$ cat src/rtl/l2_norm_arbiter.sv
// l2_norm_arbiter: round-robin arbiter that shares one L2-norm accumulate datapath between requesters
module l2_norm_arbiter #(
   parameter int NUM_REQ = 4,
   parameter int VEC_LEN = 8,
   parameter int TIMEOUT = 64
) (
   input  logic                       clk,
   input  logic                       reset,
   input  logic [NUM_REQ-1:0]         req,
   input  logic [8*NUM_REQ-1:0]       req_a,
   input  logic [NUM_REQ-1:0]         req_valid,
   output logic [NUM_REQ-1:0]         gnt,
   output logic                       dp_reset,
   output logic [7:0]                 dp_a,
   output logic                       dp_valid_in,
   input  logic [9:0]                 dp_g,
   input  logic                       dp_valid_out,
   input  logic                       dp_overflow,
   output logic                       res_valid,
   output logic [$clog2(NUM_REQ)-1:0] res_id,
   output logic [9:0]                 res_g,
   output logic                       res_overflow,
   output logic                       res_error
);
   localparam int IW = $clog2(NUM_REQ);
   localparam int CW = $clog2(VEC_LEN + 1);
   localparam int TW = $clog2(TIMEOUT + 1);
   typedef enum logic [2:0] {IDLE, CLEAR, STREAM, ABORT, DRAIN, RESULT} state_t;
   state_t state_q, state_d;
   logic [IW-1:0] rr_q, rr_d, owner_q, owner_d, pick, res_id_q, res_id_d;
   logic [CW-1:0] smp_q, smp_d, pls_q, pls_d;
   logic [TW-1:0] cyc_q, cyc_d;
   logic [7:0] dp_a_q, dp_a_d;
   logic [9:0] res_g_q, res_g_d;
   logic ovf_q, ovf_d, dp_reset_q, dp_reset_d, dp_valid_in_q, dp_valid_in_d;
   logic res_valid_q, res_valid_d, res_overflow_q, res_overflow_d, res_error_q, res_error_d;
   logic found, take, pulse, tmo;
   function automatic logic [IW-1:0] wrap(input logic [IW-1:0] base, input int off);
      int s;
      s = int'(base) + off;
      return IW'(s >= NUM_REQ ? s - NUM_REQ : s);
   endfunction
   // scanning downward leaves the nearest requester at or above rr in pick
   always_comb begin
      pick  = rr_q;
      found = 1'b0;
      for (int i = NUM_REQ - 1; i >= 0; i--)
         if (req[wrap(rr_q, i)]) begin
            pick  = wrap(rr_q, i);
            found = 1'b1;
         end
   end
   assign take  = state_q == STREAM && req_valid[owner_q];
   assign pulse = (state_q == STREAM || state_q == DRAIN) && dp_valid_out && pls_q != CW'(VEC_LEN);
   assign gnt   = state_q == STREAM ? NUM_REQ'(1) << owner_q : '0;
   always_comb begin
      state_d        = state_q;
      rr_d           = rr_q;
      owner_d        = owner_q;
      smp_d          = take ? smp_q + 1'b1 : smp_q;
      pls_d          = pulse ? pls_q + 1'b1 : pls_q;
      cyc_d          = cyc_q;
      ovf_d          = ovf_q | (pulse & dp_overflow);
      tmo            = 1'b0;
      dp_a_d         = take ? req_a[8*owner_q +: 8] : dp_a_q;
      dp_valid_in_d  = take;
      res_id_d       = res_id_q;
      res_g_d        = res_g_q;
      res_overflow_d = res_overflow_q;
      res_error_d    = res_error_q;
      case (state_q)
         IDLE: if (found) begin
            state_d = CLEAR;
            owner_d = pick;
            rr_d    = wrap(pick, 1);
         end
         CLEAR: begin
            state_d = STREAM;
            smp_d   = '0;
            pls_d   = '0;
            cyc_d   = '0;
            ovf_d   = 1'b0;
         end
         STREAM: state_d = !req[owner_q] ? ABORT : (take && smp_q == CW'(VEC_LEN - 1)) ? DRAIN : STREAM;
         ABORT: begin
            state_d     = RESULT;
            res_g_d     = '0;
            res_error_d = 1'b1;
         end
         DRAIN: begin
            cyc_d = cyc_q == TW'(TIMEOUT) ? cyc_q : cyc_q + 1'b1;
            if (pulse && pls_q == CW'(VEC_LEN - 1)) begin
               state_d     = RESULT;
               res_g_d     = dp_g;
               res_error_d = 1'b0;
            end else if (cyc_d == TW'(TIMEOUT)) begin
               state_d     = RESULT;
               tmo         = 1'b1;
               res_g_d     = '0;
               res_error_d = 1'b1;
            end
         end
         default: state_d = IDLE;
      endcase
      res_valid_d = state_d == RESULT;
      if (res_valid_d) begin
         res_id_d       = owner_q;
         res_overflow_d = ovf_d;
      end
      dp_reset_d = state_d == CLEAR || state_d == ABORT || tmo;
   end
   always_ff @(posedge clk) begin
      if (reset) begin
         state_q        <= IDLE;
         rr_q           <= '0;
         owner_q        <= '0;
         smp_q          <= '0;
         pls_q          <= '0;
         cyc_q          <= '0;
         ovf_q          <= 1'b0;
         dp_reset_q     <= 1'b1;
         dp_a_q         <= '0;
         dp_valid_in_q  <= 1'b0;
         res_valid_q    <= 1'b0;
         res_id_q       <= '0;
         res_g_q        <= '0;
         res_overflow_q <= 1'b0;
         res_error_q    <= 1'b0;
      end else begin
         state_q        <= state_d;
         rr_q           <= rr_d;
         owner_q        <= owner_d;
         smp_q          <= smp_d;
         pls_q          <= pls_d;
         cyc_q          <= cyc_d;
         ovf_q          <= ovf_d;
         dp_reset_q     <= dp_reset_d;
         dp_a_q         <= dp_a_d;
         dp_valid_in_q  <= dp_valid_in_d;
         res_valid_q    <= res_valid_d;
         res_id_q       <= res_id_d;
         res_g_q        <= res_g_d;
         res_overflow_q <= res_overflow_d;
         res_error_q    <= res_error_d;
      end
   end
   assign dp_reset     = dp_reset_q;
   assign dp_a         = dp_a_q;
   assign dp_valid_in  = dp_valid_in_q;
   assign res_valid    = res_valid_q;
   assign res_id       = res_id_q;
   assign res_g        = res_g_q;
   assign res_overflow = res_overflow_q;
   assign res_error    = res_error_q;
endmodule

$ cat config.mk
export PLATFORM = sky130hd
export DESIGN_NAME = l2_norm_arbiter
export DESIGN_NICKNAME = d
export VERILOG_FILES = /design/src/rtl/l2_norm_arbiter.sv
export SDC_FILE = /design/constraint.sdc
export NUM_CORES = 1
export LEC_CHECK = 0
export ABC_AREA = 1
export BUFFER_PORTS_ARGS = -buffer_cell sky130_fd_sc_hd__buf_2
export CORE_MARGIN = 2
export CORE_UTILIZATION = 55
export CTS_CLUSTER_SIZE = 40
export DETAILED_ROUTE_END_ITERATION = 8
export GPL_ROUTABILITY_DRIVEN = 0
export PLACE_DENSITY_LB_ADDON = 0.12
export SKIP_CTS_REPAIR_TIMING = 1
export SYNTH_ARGS = -nofsm -noshare
export SYNTH_HDL_FRONTEND = slang
export SYNTH_SLANG_ARGS = --single-unit
export TNS_END_PERCENT = 100
$ cat constraint.sdc
create_clock -name clk -period 4.8 [get_ports clk]
set_clock_uncertainty 0.05 [all_clocks]
set_input_delay 0.96 -clock clk [delete_from_list [all_inputs] [get_ports clk]]
set_output_delay 0.96 -clock clk [all_outputs]
set_load 0.01 [all_outputs]
==> results.tsv, run 1 <==
stage	metric	value	unit
timing	fmax	433.6	MHz
synth	synth_compound_area_frac	0.1731	
setup_path	cp_data_required_time	3.79	ns
cts	htreeDepth	2	
worst_hold_path	hold-path-cell-count	2	
setup_path	cp_slowest_cell	dfxtp_1	
setup_path	critPathMaxStageDelay	0.40	ns
timing	tightest_slew	0.7632	ns
pwr	p_int	0.8151	mW
layout	multi_input_area	1511	sq um
timing	min_period	2.306	ns
layout	drive_gt1_frac	0.2311	
timing	hold_ws	0.4178	ns
cts	clock_sinks	48	
cts	cts-buffers-inserted	5	
cts	clk_pin_slew_worst_paths	0.09	ns
synth	synth.avg_cell_area	6.630	sq um
placement	dp_cells	548	
synth	synthSimpleGateAreaFrac	0.3554	
grt	grt_pass1_vias	2537	
placement	io_buffers	82	
layout	fillCellCount	451	
timing	maxSlewViolCount	0	
timing	fin_setup_tns	0	ns
synth	synthXorXnorAreaFrac	0.003214	
pwr	p_per_area	439.5	nW/um^2
floorplan	fp.dieH	74.39	um
pwr	power	1.414	mW
layout	regArea	960.9	sq um
floorplan	core_area	4755	sq um
pwr	p_sw	0.5994	mW
route	drtIter0Drc	120	
route	post_drt_wl_per_cell	11.32	um
pwr	power_frac_comb	0.438	
pwr	seq_power_share	0.378	
pwr	clockPowerShare	0.183	
timing	setup_viol	0	
grt	overflow	0	
floorplan	die-area	5534	sq um
route	vias	2852	
floorplan	io_pins	83	
setup_path	path_max_fanout	7	
grt	antenna_found_initial	0	
synth	synth_top_family_by_area	simple AND/OR/NAND/NOR gates	
placement	hpwl	4.658	mm
cts	cts_tree	done	
setup_path	reg2reg_depth	8	
synth	synthAdderAreaFrac	0.02296	
synth	yosysSeqAreaShare	0.3526	
timing	final_hold_viol_count	0	
synth	syn_inst	411	
timing	slew-limit-headroom	0.4900	
floorplan	die_x	74.39	um
cts	cts.path.max_buffers	2	
route	vias_per_cell	5.129	
route	post-route-drc-count	0	
grt	grt_max_degree	27	
setup_path	end_kind	output port	
layout	fin_cells	556	
outcome	outcome	completed	
synth	syn_area	2725	sq um
timing	rsz0062_at_grt	false	
synth	synthDistinctLibCells	33	
setup_path	criticalPathCategory	reg -> out	
route	drt_first_pass_iters	4	
synth	ys_warn_count	0	
timing	post-route-period-util	0.4805	
run	cap_viol_max_count	0	
grt	grt_pass1_wl	10.53	mm
layout	n_antenna_cell	0	
setup_path	path_cells	inv_2 -> nor2_4 -> nand2_4 -> nor3_1 -> buf_2	
floorplan	rows	25	
layout	area_delta_synth_final	18.09	%
timing	final.setup.worst_slack	2.494	ns
worst_hold_path	hold_class	reg -> reg	
grt	grt_use_total	0.2393	
synth	ys_ff_latch	48	
placement	dpl_worst_slack	2.169	ns
setup_path	crit_arrival	1.30	ns
setup_path	worst_setup_path_start_kind	flip-flop	
layout	num-nets-final	547	
floorplan	initial_utilization	0.5732	
synth	synthMuxAreaShare	0	
pwr	ir_drop	227.8	uV
route	ant_nets	0	
route	routed_wl	6.293	mm
cts	insertion_delay	0.31	ns
cts	cts_root_buf	clkbuf_8	
pwr	cellLeakagePower	1.555	nW
synth	syn_nets	470	
pwr	p_sw_frac	0.4237	
kinds of logic after synthesis:
group | after synthesis
AOI/OAI and AO/OA | 84
DFF | 48
buffers and inverters | 53
adders and majority gates | 5
xor gates and xnor gates | 1
and+or+nand+nor | 220
layout make-up:
class | count | share of cell area
multi-input cells | 310 | 0.4697
flip-flops and latches | 48 | 0.2986
repair buffers | 82 | 0.1275
inverters | 41 | 0.04782
well taps | 67 | 0.02605
clock buffers | 6 | 0.02566
clock inverters | 2 | 0.004666
layer usage:
| layer | GRT usage | share of wire | up-vias |
|---|---|---|---|
| li1 | - | - | 1499 |
| met1 | 0.2940 | 0.46 | 1289 |
| met2 | 0.4130 | 0.49 | 50 |
| met3 | 0.04743 | 0.035 | 14 |
| met4 | 0.09127 | 0.020 | 0 |
| met5 | 0 | 0 | - |
cells in the mapped netlist (all sizes together):
cell type / count / area share
ha: 5 / 0.023
nand3b: 1 / 0.0028
o211ai: 1 / 0.0028
a21oi: 50 / 0.096
or2: 2 / 0.0046
nand3: 31 / 0.061
buf: 10 / 0.034
xnor2: 1 / 0.0032
nor3: 6 / 0.011
a21boi: 1 / 0.0028
a22oi: 11 / 0.030
o21ai: 17 / 0.031
clkinv: 1 / 0.0014
dfxtp: 48 / 0.35
nand2: 134 / 0.20
nand4: 4 / 0.0092
o21bai: 1 / 0.0028
inv: 40 / 0.055
a31oi: 2 / 0.0046
a211oi: 1 / 0.0028
nor2: 42 / 0.067
clkbuf: 2 / 0.0028
worst max-delay path: cells and delay by family, from the launching register on:
kind | cells | cell delay, ns
buffers and inverters | 2 | 0.23
and+or+nand+nor | 3 | 0.35
DFF | 1 | 0.40
registers in the layout, summed over array words and instances, names as in the netlist, 2 cells and up:
name	flops
state_q	3
pls_q	4
cyc_q	7
res_id	2
owner_q	2
res_g	10
smp_q	4
dp_a	8
rr_q	2
cell usage in the layout (no fill, tap or decap), drive strengths merged:
master,instances
nor2,42
a22oi,11
clkbuf,6
or2,2
buf,82
o21bai,1
o21ai,17
a21oi,50
ha,5
clkinvlp,2
nand3b,1
xnor2,1
inv,40
a31oi,2
nand2,134
dfxtp,48
clkinv,1
o211ai,1
a211oi,1
nand3,31
a21boi,1
nand4,4
nor3,6
through the flow:
| stage | area (sq um) | util |
|---|---|---|
| after floorplan | 2725 | - |
| after global placement | 3120 | 0.6563 |
| after detailed placement | 3120 | 0.6563 |
| after CTS | 3218 | 0.6768 |
| after global routing | 3218 | 0.6768 |
| final | 3218 | 0.6768 |
final timing paths:
check / from / endpoint / slack (ns)
min: ovf_q / ovf_q / 0.42
max reg2reg: owner_q[1] / dp_a[5] / 2.82
min reg2reg: ovf_q / ovf_q / 0.42
max: state_q[1] / gnt[2] / 2.49
power groups by stage:
stage / Clock [mW] / Combinational, mW / Sequential, mW
after detailed placement: 0 / 0.617 / 0.543
final: 0.259 / 0.620 / 0.535
after global routing: 0.275 / 0.716 / 0.546
after floorplan: 0 / 0.474 / 0.543
after CTS: 0.262 / 0.622 / 0.535
after global placement: 0 / 0.604 / 0.542
Power figures use the tool's default switching activity.
==> inputs of run 2 (changes only) <==
Settings changed: CORE_UTILIZATION 55 to 51.
Clock period 4.8 ns to 2.4 ns, I/O delays scaled along.
==> run 2 against run 1 <==
Compared with the run above: die area increased by 7.4%; total power increased by 97%; clock power increased by 76%; register-to-register slack got worse by 2.3 ns; largest power group unchanged; combinational power increased by 100%; first-iteration DRC count increased by 66%; critical endpoint is now res_overflow.
==> results.tsv, run 2 (synthesized netlist as in run 1, its figures left out) <==
stage	metric	value	unit
run	cap_viol_max_count	0	
route	drt_first_pass_iters	4	
worst_hold_path	hold-path-cell-count	3	
cts	clock_sinks	48	
setup_path	timing.rr.start	pls_q[0]	
timing	fmax	524.2	MHz
floorplan	rows	26	
setup_path	end_kind	flip-flop	
cts	clk_pin_slew_worst_paths	0.08	ns
timing	min_period	1.908	ns
route	post_drt_wl_per_cell	11.21	um
grt	grt_use_total	0.2254	
layout	fillCellCount	509	
timing	slew-limit-headroom	0.4952	
grt	grt_max_degree	27	
cts	cts-buffers-inserted	5	
cts	insertion_delay	0.30	ns
timing	setup_viol	0	
grt	overflow	0	
pwr	p_per_area	861.9	nW/um^2
pwr	ir_drop	435.1	uV
setup_path	critPathMaxStageDelay	0.39	ns
route	post-route-drc-count	0	
worst_hold_path	hold_class	in -> reg	
worst_hold_path	hp-start	dp_overflow	
timing	final_hold_viol_count	0	
timing	tightest_slew	0.7554	ns
setup_path	cp_num_buf_inv	2	
grt	grt_pass1_vias	2565	
layout	num-nets-final	551	
cts	htreeDepth	2	
setup_path	criticalPathCategory	reg -> reg	
setup_path	crit_path_start	pls_q[0]	
timing	rsz0062_at_grt	false	
setup_path	path_max_fanout	26	
layout	final_cell_mix	nand2_1, buf_2, a21oi_1	
timing	final.setup.worst_slack	0.4923	ns
placement	dpl_worst_slack	0.4948	ns
layout	drive_gt1_frac	0.2358	
setup_path	critical-path-top-delay-family	simple AND/OR/NAND/NOR gates	
timing	fin_setup_tns	0	ns
setup_path	cp_slowest_cell	dfxtp_1	
cts	cts_root_buf	clkbuf_8	
route	vias	2809	
placement	io_buffers	82	
route	drtIter0Drc	199	
route	routed_wl	6.298	mm
floorplan	initial_utilization	0.5302	
setup_path	crit_arrival	2.05	ns
layout	n_antenna_cell	0	
cts	cts_tree	done	
floorplan	die-area	5944	sq um
route	vias_per_cell	4.998	
setup_path	worst_setup_path_start_kind	flip-flop	
timing	post-route-period-util	0.7949	
setup_path	path_cells	inv_1 -> ha_1 -> nand3_1 -> nand2_1 -> a21oi_4 -> nand2_4 -> nand2_4 -> inv_2 -> nand2_4 -> nand2_1 -> nand3_1 -> nand2_1	
floorplan	core_area	5140	sq um
pwr	cellLeakagePower	1.572	nW
timing	maxSlewViolCount	0	
placement	hpwl	4.764	mm
grt	grt_pass1_wl	11.17	mm
setup_path	regToRegSetupSlack	0.49	ns
floorplan	io_pins	83	
layout	largest_reg_flops	10	
route	ant_nets	0	
layout	area_delta_synth_final	18.73	%
setup_path	cp_data_required_time	2.54	ns
layout	layout_commonest_cell	nand2_1	
floorplan	die_x	77.10	um
setup_path	cp.depth	12	
setup_path	reg2reg_depth	12	
grt	antenna_found_initial	0	
floorplan	fp.dieH	77.10	um
outcome	outcome	completed	
cts	cts.path.max_buffers	2	
[run 2: cell types whose count changed in the layout (fill, tap and decap cells not counted), sizes merged]
| cell | previous run | this run |
|---|---|---|
| clkinvlp | 2 | 1 |
| clkinv | 1 | 2 |
| buf | 82 | 86 |
| clkbuf | 6 | 5 |
[run 2: path summary, 6_finish.rpt]
| check | endpoint |
|---|---|
| max | res_overflow |
| min | ovf_q |
| max reg2reg | res_overflow |
| min reg2reg | ovf_q |
[run 2: layer usage]
| layer | share of wire | GRT usage | vias up |
|---|---|---|---|
| li1 | - | - | 1498 |
| met1 | 0.46 | 0.2896 | 1258 |
| met2 | 0.50 | 0.3886 | 46 |
| met3 | 0.032 | 0.04118 | 7 |
| met4 | 0.0095 | 0.06071 | 0 |
| met5 | 0 | 0 | - |
[run 2: power breakdown]
part	switching [mW]	internal, mW	leakage, nW
Clock	0.257	0.197	0.0400
Sequential	0.115	0.946	0.390
Combinational	0.800	0.473	1.14
Total	1.17	1.62	1.57
[run 2: worst reg2reg max path, cell delays in order, from the launching register on]
cell     delay, ns
dfxtp_1       0.39
inv_1         0.07
ha_1          0.19
nand3_1       0.08
nand2_1       0.08
a21oi_4       0.21
nand2_4       0.11
nand2_4       0.08
inv_2         0.05
nand2_4       0.20
nand2_1       0.14
nand3_1       0.11
nand2_1       0.04
[run 2: metrics by stage]
| step | total power [mW] | hold slack, ns | cell area [sq um] | cells | utilization |
|---|---|---|---|---|---|
| final | 2.789 | 0.4080 | 3236 | 562 | 0.6295 |
| after global routing | 3.068 | 0.4066 | 3236 | 562 | 0.6295 |
| after CTS | 2.813 | 0.3956 | 3236 | 562 | 0.6295 |
| after detailed placement | 2.355 | 0.4004 | 3154 | 555 | 0.6137 |
| after global placement | 2.330 | 0.3967 | 3154 | 555 | 0.6137 |
| after floorplan | 2.034 | 0.3839 | 2725 | 411 | - |
[run 2: layout make-up]
type                            instances  area (sq um)  area share
Clock buffer                            5         68.82     0.02127
Tap cell                               70         87.58     0.02707
Multi-Input combinational cell        310          1511      0.4671
Clock inverter                          2         12.51    0.003867
Inverter                               41         153.9     0.04756
Timing Repair Buffer                   86         440.4      0.1361
Sequential cell                        48         960.9      0.2970
